==> config.mk <==
export PLATFORM = sky130hd
export DESIGN_NAME = ila_trigger_gen
export DESIGN_NICKNAME = d
export VERILOG_FILES = /design/src/rtl/ila_trigger_gen.sv
export SDC_FILE = /design/constraint.sdc
export NUM_CORES = 1
export LEC_CHECK = 0
export CORE_ASPECT_RATIO = 2
export CORE_MARGIN = 2
export CORE_UTILIZATION = 33
export CTS_CLUSTER_DIAMETER = 150
export CTS_CLUSTER_SIZE = 14
export DETAILED_ROUTE_END_ITERATION = 6
export PLACE_DENSITY_LB_ADDON = 0.08
export SLEW_MARGIN = 20
export SYNTH_ARGS = -nofsm -noshare
export SYNTH_HDL_FRONTEND = slang
export SYNTH_SLANG_ARGS = --single-unit
==> constraint.sdc <==
create_clock -name clk -period 2.77 [get_ports clk]
set_input_delay 0.6925 -clock clk [delete_from_list [all_inputs] [get_ports clk]]
set_output_delay 0.6925 -clock clk [all_outputs]
set_load 0.005 [all_outputs]
==> src/rtl/ila_trigger_gen.sv <==
// ila_trigger_gen: masked pattern trigger with consecutive-match
// qualification and post-arm holdoff, feeding an ILA capture input.
// data_out stays zero until the trigger fires, then carries registered probe data.
module ila_trigger_gen #(
    parameter int unsigned DATA_WIDTH    = 64,
    parameter int unsigned RUN_WIDTH     = 4,
    parameter int unsigned HOLDOFF_WIDTH = 8
) (
    input  logic                     clk,
    input  logic                     reset,
    input  logic [DATA_WIDTH-1:0]    probe_in,
    input  logic                     probe_valid,
    input  logic [DATA_WIDTH-1:0]    cfg_pattern,
    input  logic [DATA_WIDTH-1:0]    cfg_mask,
    input  logic [RUN_WIDTH-1:0]     cfg_match_count,
    input  logic [HOLDOFF_WIDTH-1:0] cfg_holdoff,
    input  logic                     arm,
    input  logic                     disarm,
    output logic [DATA_WIDTH-1:0]    data_out,
    output logic                     data_valid,
    output logic                     trig_out,
    output logic [1:0]               state_out,
    output logic [15:0]              trig_count
);

    typedef enum logic [1:0] {
        S_IDLE    = 2'd0,
        S_HOLDOFF = 2'd1,
        S_ARMED   = 2'd2,
        S_FIRED   = 2'd3
    } state_e;

    localparam logic [RUN_WIDTH-1:0]     RUN_ONE   = RUN_WIDTH'(1);
    localparam logic [RUN_WIDTH:0]       NEED_ONE  = (RUN_WIDTH + 1)'(1);
    localparam logic [HOLDOFF_WIDTH-1:0] HOLD_ONE  = HOLDOFF_WIDTH'(1);
    localparam logic [15:0]              COUNT_ONE = 16'd1;

    state_e                   state_q, state_d;
    logic [RUN_WIDTH-1:0]     run_q, run_d;
    logic [HOLDOFF_WIDTH-1:0] hold_q, hold_d;
    logic [DATA_WIDTH-1:0]    data_q, data_d;
    logic                     valid_q, valid_d;
    logic                     trig_q, trig_d;
    logic [15:0]              count_q, count_d;

    logic                 match;
    logic                 fire;
    logic [RUN_WIDTH:0]   run_plus1;
    logic [RUN_WIDTH:0]   need;
    logic [RUN_WIDTH-1:0] run_upd;

    assign match     = probe_valid && (((probe_in ^ cfg_pattern) & cfg_mask) == '0);
    // Widened by one bit so an all-ones run plus the current match cannot wrap.
    assign run_plus1 = {1'b0, run_q} + NEED_ONE;
    assign need      = (cfg_match_count == '0) ? NEED_ONE : {1'b0, cfg_match_count};
    assign fire      = match && (run_plus1 >= need);

    // Next-state, match-run and capture-word logic.
    always_comb begin
        state_d = state_q;
        hold_d  = hold_q;
        data_d  = data_q;
        valid_d = valid_q;
        trig_d  = 1'b0;
        count_d = count_q;

        // Match run: saturating increment on valid match, clear on valid miss,
        // hold across invalid samples.
        run_upd = run_q;
        if (probe_valid) begin
            if (match) begin
                run_upd = (&run_q) ? run_q : run_q + RUN_ONE;
            end else begin
                run_upd = '0;
            end
        end
        run_d = run_upd;

        if (disarm) begin
            state_d = S_IDLE;
            hold_d  = '0;
            data_d  = '0;
            valid_d = 1'b0;
            run_d   = '0;
        end else if (arm) begin
            // Arm wins over a simultaneous fire: a re-arm always restarts qualification.
            data_d  = '0;
            valid_d = 1'b0;
            if (cfg_holdoff == '0) begin
                state_d = S_ARMED;
                hold_d  = '0;
                run_d   = '0;
            end else begin
                state_d = S_HOLDOFF;
                hold_d  = cfg_holdoff;
            end
        end else begin
            case (state_q)
                S_IDLE: begin
                    data_d  = '0;
                    valid_d = 1'b0;
                end
                S_HOLDOFF: begin
                    data_d  = '0;
                    valid_d = 1'b0;
                    if (hold_q <= HOLD_ONE) begin
                        state_d = S_ARMED;
                        hold_d  = '0;
                        run_d   = '0;
                    end else begin
                        hold_d = hold_q - HOLD_ONE;
                    end
                end
                S_ARMED: begin
                    data_d  = '0;
                    valid_d = 1'b0;
                    if (fire) begin
                        state_d = S_FIRED;
                        data_d  = probe_in;
                        valid_d = 1'b1;
                        trig_d  = 1'b1;
                        count_d = (&count_q) ? count_q : count_q + COUNT_ONE;
                    end
                end
                S_FIRED: begin
                    if (probe_valid) begin
                        data_d  = probe_in;
                        valid_d = 1'b1;
                    end else begin
                        valid_d = 1'b0;
                    end
                end
                default: begin
                    state_d = S_IDLE;
                    data_d  = '0;
                    valid_d = 1'b0;
                end
            endcase
        end
    end

    // State and output registers with synchronous reset.
    always_ff @(posedge clk) begin
        if (reset) begin
            state_q <= S_IDLE;
            run_q   <= '0;
            hold_q  <= '0;
            data_q  <= '0;
            valid_q <= 1'b0;
            trig_q  <= 1'b0;
            count_q <= '0;
        end else begin
            state_q <= state_d;
            run_q   <= run_d;
            hold_q  <= hold_d;
            data_q  <= data_d;
            valid_q <= valid_d;
            trig_q  <= trig_d;
            count_q <= count_d;
        end
    end

    assign data_out   = data_q;
    assign data_valid = valid_q;
    assign trig_out   = trig_q;
    assign state_out  = state_q;
    assign trig_count = count_q;

endmodule

# After elaboration in Yosys (flattened, before gate mapping)
# Cells that the tools add are included.
# totals
reg_bits,96
latchBits,0
ram_bits,0
rom_bits,0
input_bits,209
out_inout_bits,84
word_cells,64
mem_count,0
# op_classes
n_addsub,4
mul,0
div,0
order_cmp,2
eq_ne,6
shift,0
muxes,23
bitwise_logic,6
n_reduce_logical,16
# op_table
op,count
64-bit case mux with 3 select lines,1
64-bit two-way mux,2
64-bit AND,1
64-bit logical NOT,1
64-bit XOR,1
4-bit two-way mux,8
8-bit two-way mux,4
16-bit by 1-bit adder with 16-bit output (second input constant),1
16-bit AND reduction,1
8-bit by 1-bit less-or-equal comparator with 1-bit output (second input constant),1
8-bit logical NOT,1
2-bit two-way mux,4
8-bit by 1-bit subtractor with 8-bit output (second input constant),1
3-bit inequality test (second input constant),2
4-bit by 1-bit adder with 5-bit output (second input constant),1
5-bit by 4-bit greater-or-equal comparator with 1-bit output,1
5-bit AND reduction,1
4-bit by 1-bit adder with 4-bit output (second input constant),1
2-bit == test (second input constant),2
4-bit logical NOT,1
1-bit NOT,4
2-bit case mux with 2 select lines,1
4-bit AND reduction,1
2-bit OR reduction,2
11 further kinds,13

# Depth between registers and ports, before layout
# depth
depth_word,9
mapped_depth,12
mapped_depth_nobuf,10

# Worst setup path before layout
# Ideal clock, no wire load.
# synth_path
path_type,input-to-reg
from,input port cfg_match_count[2]
to,register count_q[1] (netlist: trig_count[1])
setup_ns,0.128
t_arrival_ns,2.798
t_required_ns,2.642
path_slack_ns,-0.156
stages,12
path_buffers,2
cell_sequence,inv_1 a31o_2 ha_1 nand2b_1 a21o_1 a21o_1 a211o_1 nand4_1 clkbuf_1 buf_2 mux2i_1 nor2_1
# synth_via
elab_chain_cells,5
# synth_lines
element,line_no,rtl
from (decl),15,"input logic [RUN_WIDTH-1:0] cfg_match_count,"
4-bit logical NOT,55,"assign need = (cfg_match_count == '0) ? NEED_ONE : {1'b0, cfg_match_count};"
4-bit two-way mux *,55,
5-bit by 4-bit greater-or-equal comparator with 1-bit output *,56,assign fire = match && (run_plus1 >= need);
1-bit logical AND *,56,
5-bit AND reduction (no line) *,--,
to (signal assigned),159,count_q <= count_d;
to (decl),44,"logic [15:0] count_q, count_d;"
# Mark *: on every way between the ends. The rest lies on a longest branch, timed or not.
# A chain may end at the register's enable or synchronous reset.

# Final worst setup path
# layout_path
from,input port probe_in[14]
to,register data_q[47] (netlist: data_out[47])
# layout_via
elab_chain_cells,7
# layout_lines
element,line_no,rtl
from (decl),11,"input logic [DATA_WIDTH-1:0] probe_in,"
64-bit XOR,52,assign match = probe_valid && (((probe_in ^ cfg_pattern) & cfg_mask) == '0);
64-bit AND,52,
64-bit logical NOT,52,
1-bit logical AND,52,
1-bit logical AND,56,
64-bit two-way mux,117,if (fire) begin
64-bit case mux with 3 select lines,98,case (state_q)
to (signal assigned),156,data_q <= data_d;
to (decl),41,"logic [DATA_WIDTH-1:0] data_q, data_d;"
# No other way between the ends.

==> flow_metrics.py <==
metrics = {
    "die": {
        "die-area_um2": 14800,
        "num_rows": 60,
        "dieWidth_um": 87.0,
        "ioPinCount": 293,
        "die_y_um": 170,
        "core-area_um2": 13400,
        "initial_core_util_pct": 33.8,
    },
    "synthesis": {
        "ys.warnings.count": 0,
        "syn_inst": 463,
        "ys_types": 45,
        "syn_area_um2": 4540,
        "ys_seq_area_share_pct": 42.3,
        "synthArstFlopShare_pct": 0,
        "ys_ff_latch": 96,
        "yosys.area.top_type_share_pct": 42.3,
        "synth_ff_type": "dfxtp_1",
        "synth.net_count": 680,
        "synth_edf_count": 0,
        "synthTopCellsByArea": "dfxtp_1 (42%), xor2_1 (13%), a22o_1 (12%)",
        "avgSynthCellArea_um2": 9.81,
        "yosysTopAreaCell": "dfxtp_1",
    },
    "layout": {
        "seq_area_um2": 1920,
        "instances_no_fill": 997,
        "drive_above_1_share_pct": 20.3,
        "nets": 1051,
        "multi_input_area_um2": 2690,
        "syn_to_final_growth_pct": 95.3,
        "final_cell_area_um2": 8870,
        "fillers": 1112,
    },
    "placed_design": {
        "dp_cells": 965,
        "place_area_um2": 8160,
        "io_buffers": 292,
        "place.detailed.hpwl_um": 15000,
        "place_ws_ns": -0.792,
        "gp_congestion": 0.892,
    },
    "sta": {
        "setup_violations": 0,
        "finalMaxSlewViolations": 0,
        "finalClockSkew_ns": 0.00749,
        "hold_viol": 0,
        "fmax_ghz": 0.367,
        "fin_ws_ns": 0.0478,
        "maxSlewHeadroom_pct": 63.4,
        "holdWs_ns": 0.480,
        "finalCritPeriodShare_pct": 98.3,
        "finalCriticalPeriod_ns": 2.72,
        "rsz0062_at_grt": "true",
        "worst_slew_pin_slew_ns": 0.550,
    },
    "clock_tree": {
        "clk_path_buf_depth": 2,
        "cts-htree-levels": 3,
        "worstSkewPairLatency_ns": 0.34,
        "cts_tree": "yes",
        "clock_sinks": 96,
        "cts_buffers": 9,
        "clk_pin_slew_ns": 0.07,
        "ctsHoldBuffers": 0,
        "root_buffer": "clkbuf_16",
    },
    "setup_path": {
        "end_kind": "flip-flop",
        "arrival_ns": 3.01,
        "crit_path_start_kind": "input pin",
        "required_ns": 3.06,
        "crit_type": "in -> reg",
        "worstPathMaxFanout": 12,
    },
    "global_route": {
        "grt_pass1_vias": 5522,
        "grt_max_degree": 65,
        "overflow": 0,
        "grt_usage_pct": 25.7,
        "antenna_found_initial": 5,
        "grt_pass1_wl_um": 29000,
    },
    "detailed_routing": {
        "drc": 0,
        "drtIter0Drc": 210,
        "post_drt_wl_per_cell_um": 19.6,
        "antenna_left": 0,
        "drt_wl_total_um": 19600,
        "via_per_inst": 5.23,
        "drt_pre_antenna_iters": 5,
        "vias": 5210,
    },
    "pwr": {
        "total_power_w": 0.00322,
        "leakage_nw": 4.14,
        "ir_worst_vdd_v": 0.000303,
        "p_per_area_nw_per_um2": 363,
    },
    "hold_path": {
        "hp-class": "reg -> reg",
    },
    "run_status": {
        "outcome": "completed",
    },
    "job": {
        "max_cap_viol_count": 0,
    },
}
==> where the power goes <==
group / switching, W / internal [W] / total [W]
registers: 0.00000792 / 0.00139 / 0.00139
clock network: 0.000505 / 0.000719 / 0.00122
logic: 0.000237 / 0.000367 / 0.000603
==> routing by layer <==
layer / up-vias / GRT usage [%] / wire, um
li1: 2496 / - / -
met1: 2437 / 24.5 / 6540
met2: 242 / 50.0 / 10800
met3: 35 / 6.89 / 1580
met4: 0 / 9.65 / 620
met5: - / 0 / 0
==> cell usage in the layout, fill, tap and decap left out, types with 3 or more instances in the layout <==
cell type	Yosys	layout
buf_6	5	6
buf_4	1	76
clkdlybuf4s50_1	0	128
mux2_2	3	3
nand3_1	9	9
nor4_1	4	3
diode_2	0	4
o21ai_0	14	14
clkdlybuf4s15_1	0	29
nand4_1	15	15
clkbuf_2	0	24
xor2_1	69	61
a222oi_1	4	4
a22oi_1	32	14
a21oi_1	20	20
a22o_1	64	64
nor2_1	25	24
inv_2	0	3
buf_16	0	3
or3_1	11	11
nand2_1	14	14
buf_12	0	4
clkbuf_16	0	10
dlygate4sd2_1	0	41
ha_1	8	7
nor3_1	10	10
dlymetal6s2s_1	0	67
xor2_2	0	6
inv_1	11	8
a21o_1	4	4
dfxtp_1	96	95
a22oi_2	0	18
==> through the flow <==
step	util, %	TNS [ns]
3_3_place_gp	60.7	-60.44
6_report	66.0	0
5_1_grt	66.0	-0.167
2_1_floorplan	-	0
3_5_place_dp	60.7	-61.61
4_1_cts	64.2	-0.110
==> cells by family after synthesis <==
group / synth area share, %
flops: 42.3
mux: 1.18
buf+inv: 3.53
fa+ha+maj: 2.20
compound gates: 25.1
simple gates: 12.0
xor+xnor: 13.7
==> registers in the layout, indices dropped and copies added (netlist names) <==
| register | cells |
|---|---|
| trig_out | 1 |
| run_q | 4 |
| state_out | 2 |
| data_out | 64 |
| data_valid | 1 |
| trig_count | 16 |
| hold_q | 8 |
==> path summary, 6_finish.rpt <==
path	end	cells after the start	slack, ns	start
worst max-delay path	data_out[47]$_SDFFE_PP0P_	11	0.05	probe_in[14]
worst min register to register	data_out[24]$_SDFFE_PP0P_	1	0.48	data_out[24]$_SDFFE_PP0P_
worst max register to register	data_out[61]$_SDFFE_PP0P_	11	0.18	run_q[0]$_SDFF_PP0_
worst min-delay path	data_out[24]$_SDFFE_PP0P_	1	0.48	data_out[24]$_SDFFE_PP0P_
==> worst max-delay path: stages <==
cell and delay [ns]:
buf_6 0.11, xor2_4 0.18, a22oi_2 0.20, nand4_1 0.28, nor4_4 0.31, buf_4 0.17
nand4_1 0.17, o32ai_4 0.38, buf_6 0.18, clkbuf_16 0.18, a22o_1 0.13
==> timing repair <==
action                     CTS  global route
pin swaps                   38            68
buffers inserted            10             6
setup endpoints to repair   84            76
gates resized for setup    120           186
gates cloned                 5             1
==> Yosys cell counts, types with 2 or more instances <==
cell,number
dfxtp_1,96
xor2_1,69
a22o_1,64
a22oi_1,32
nor2_1,25
a21oi_1,20
nand4_1,15
nand2_1,14
o21ai_0,14
clkbuf_1,12
inv_1,11
or3_1,11
nor3_1,10
nand3_1,9
ha_1,8
buf_6,5
a21o_1,4
a222oi_1,4
nor4_1,4
mux2_2,3
nand2b_1,3
a31oi_1,2
buf_2,2
mux2i_1,2
nand3b_1,2
nor2b_1,2
xnor2_1,2
==> cell type report <==
cell class                      count  area share, %
Clock buffer                       12           2.78
Timing Repair Buffer              380           42.0
Clock inverter                      3          0.479
Antenna cell                        4          0.113
Inverter                           11          0.465
Tap cell                          155           2.19
Multi-Input combinational cell    336           30.3
Sequential cell                    96           21.7
Note: power is estimated with default switching activity, not from simulation.
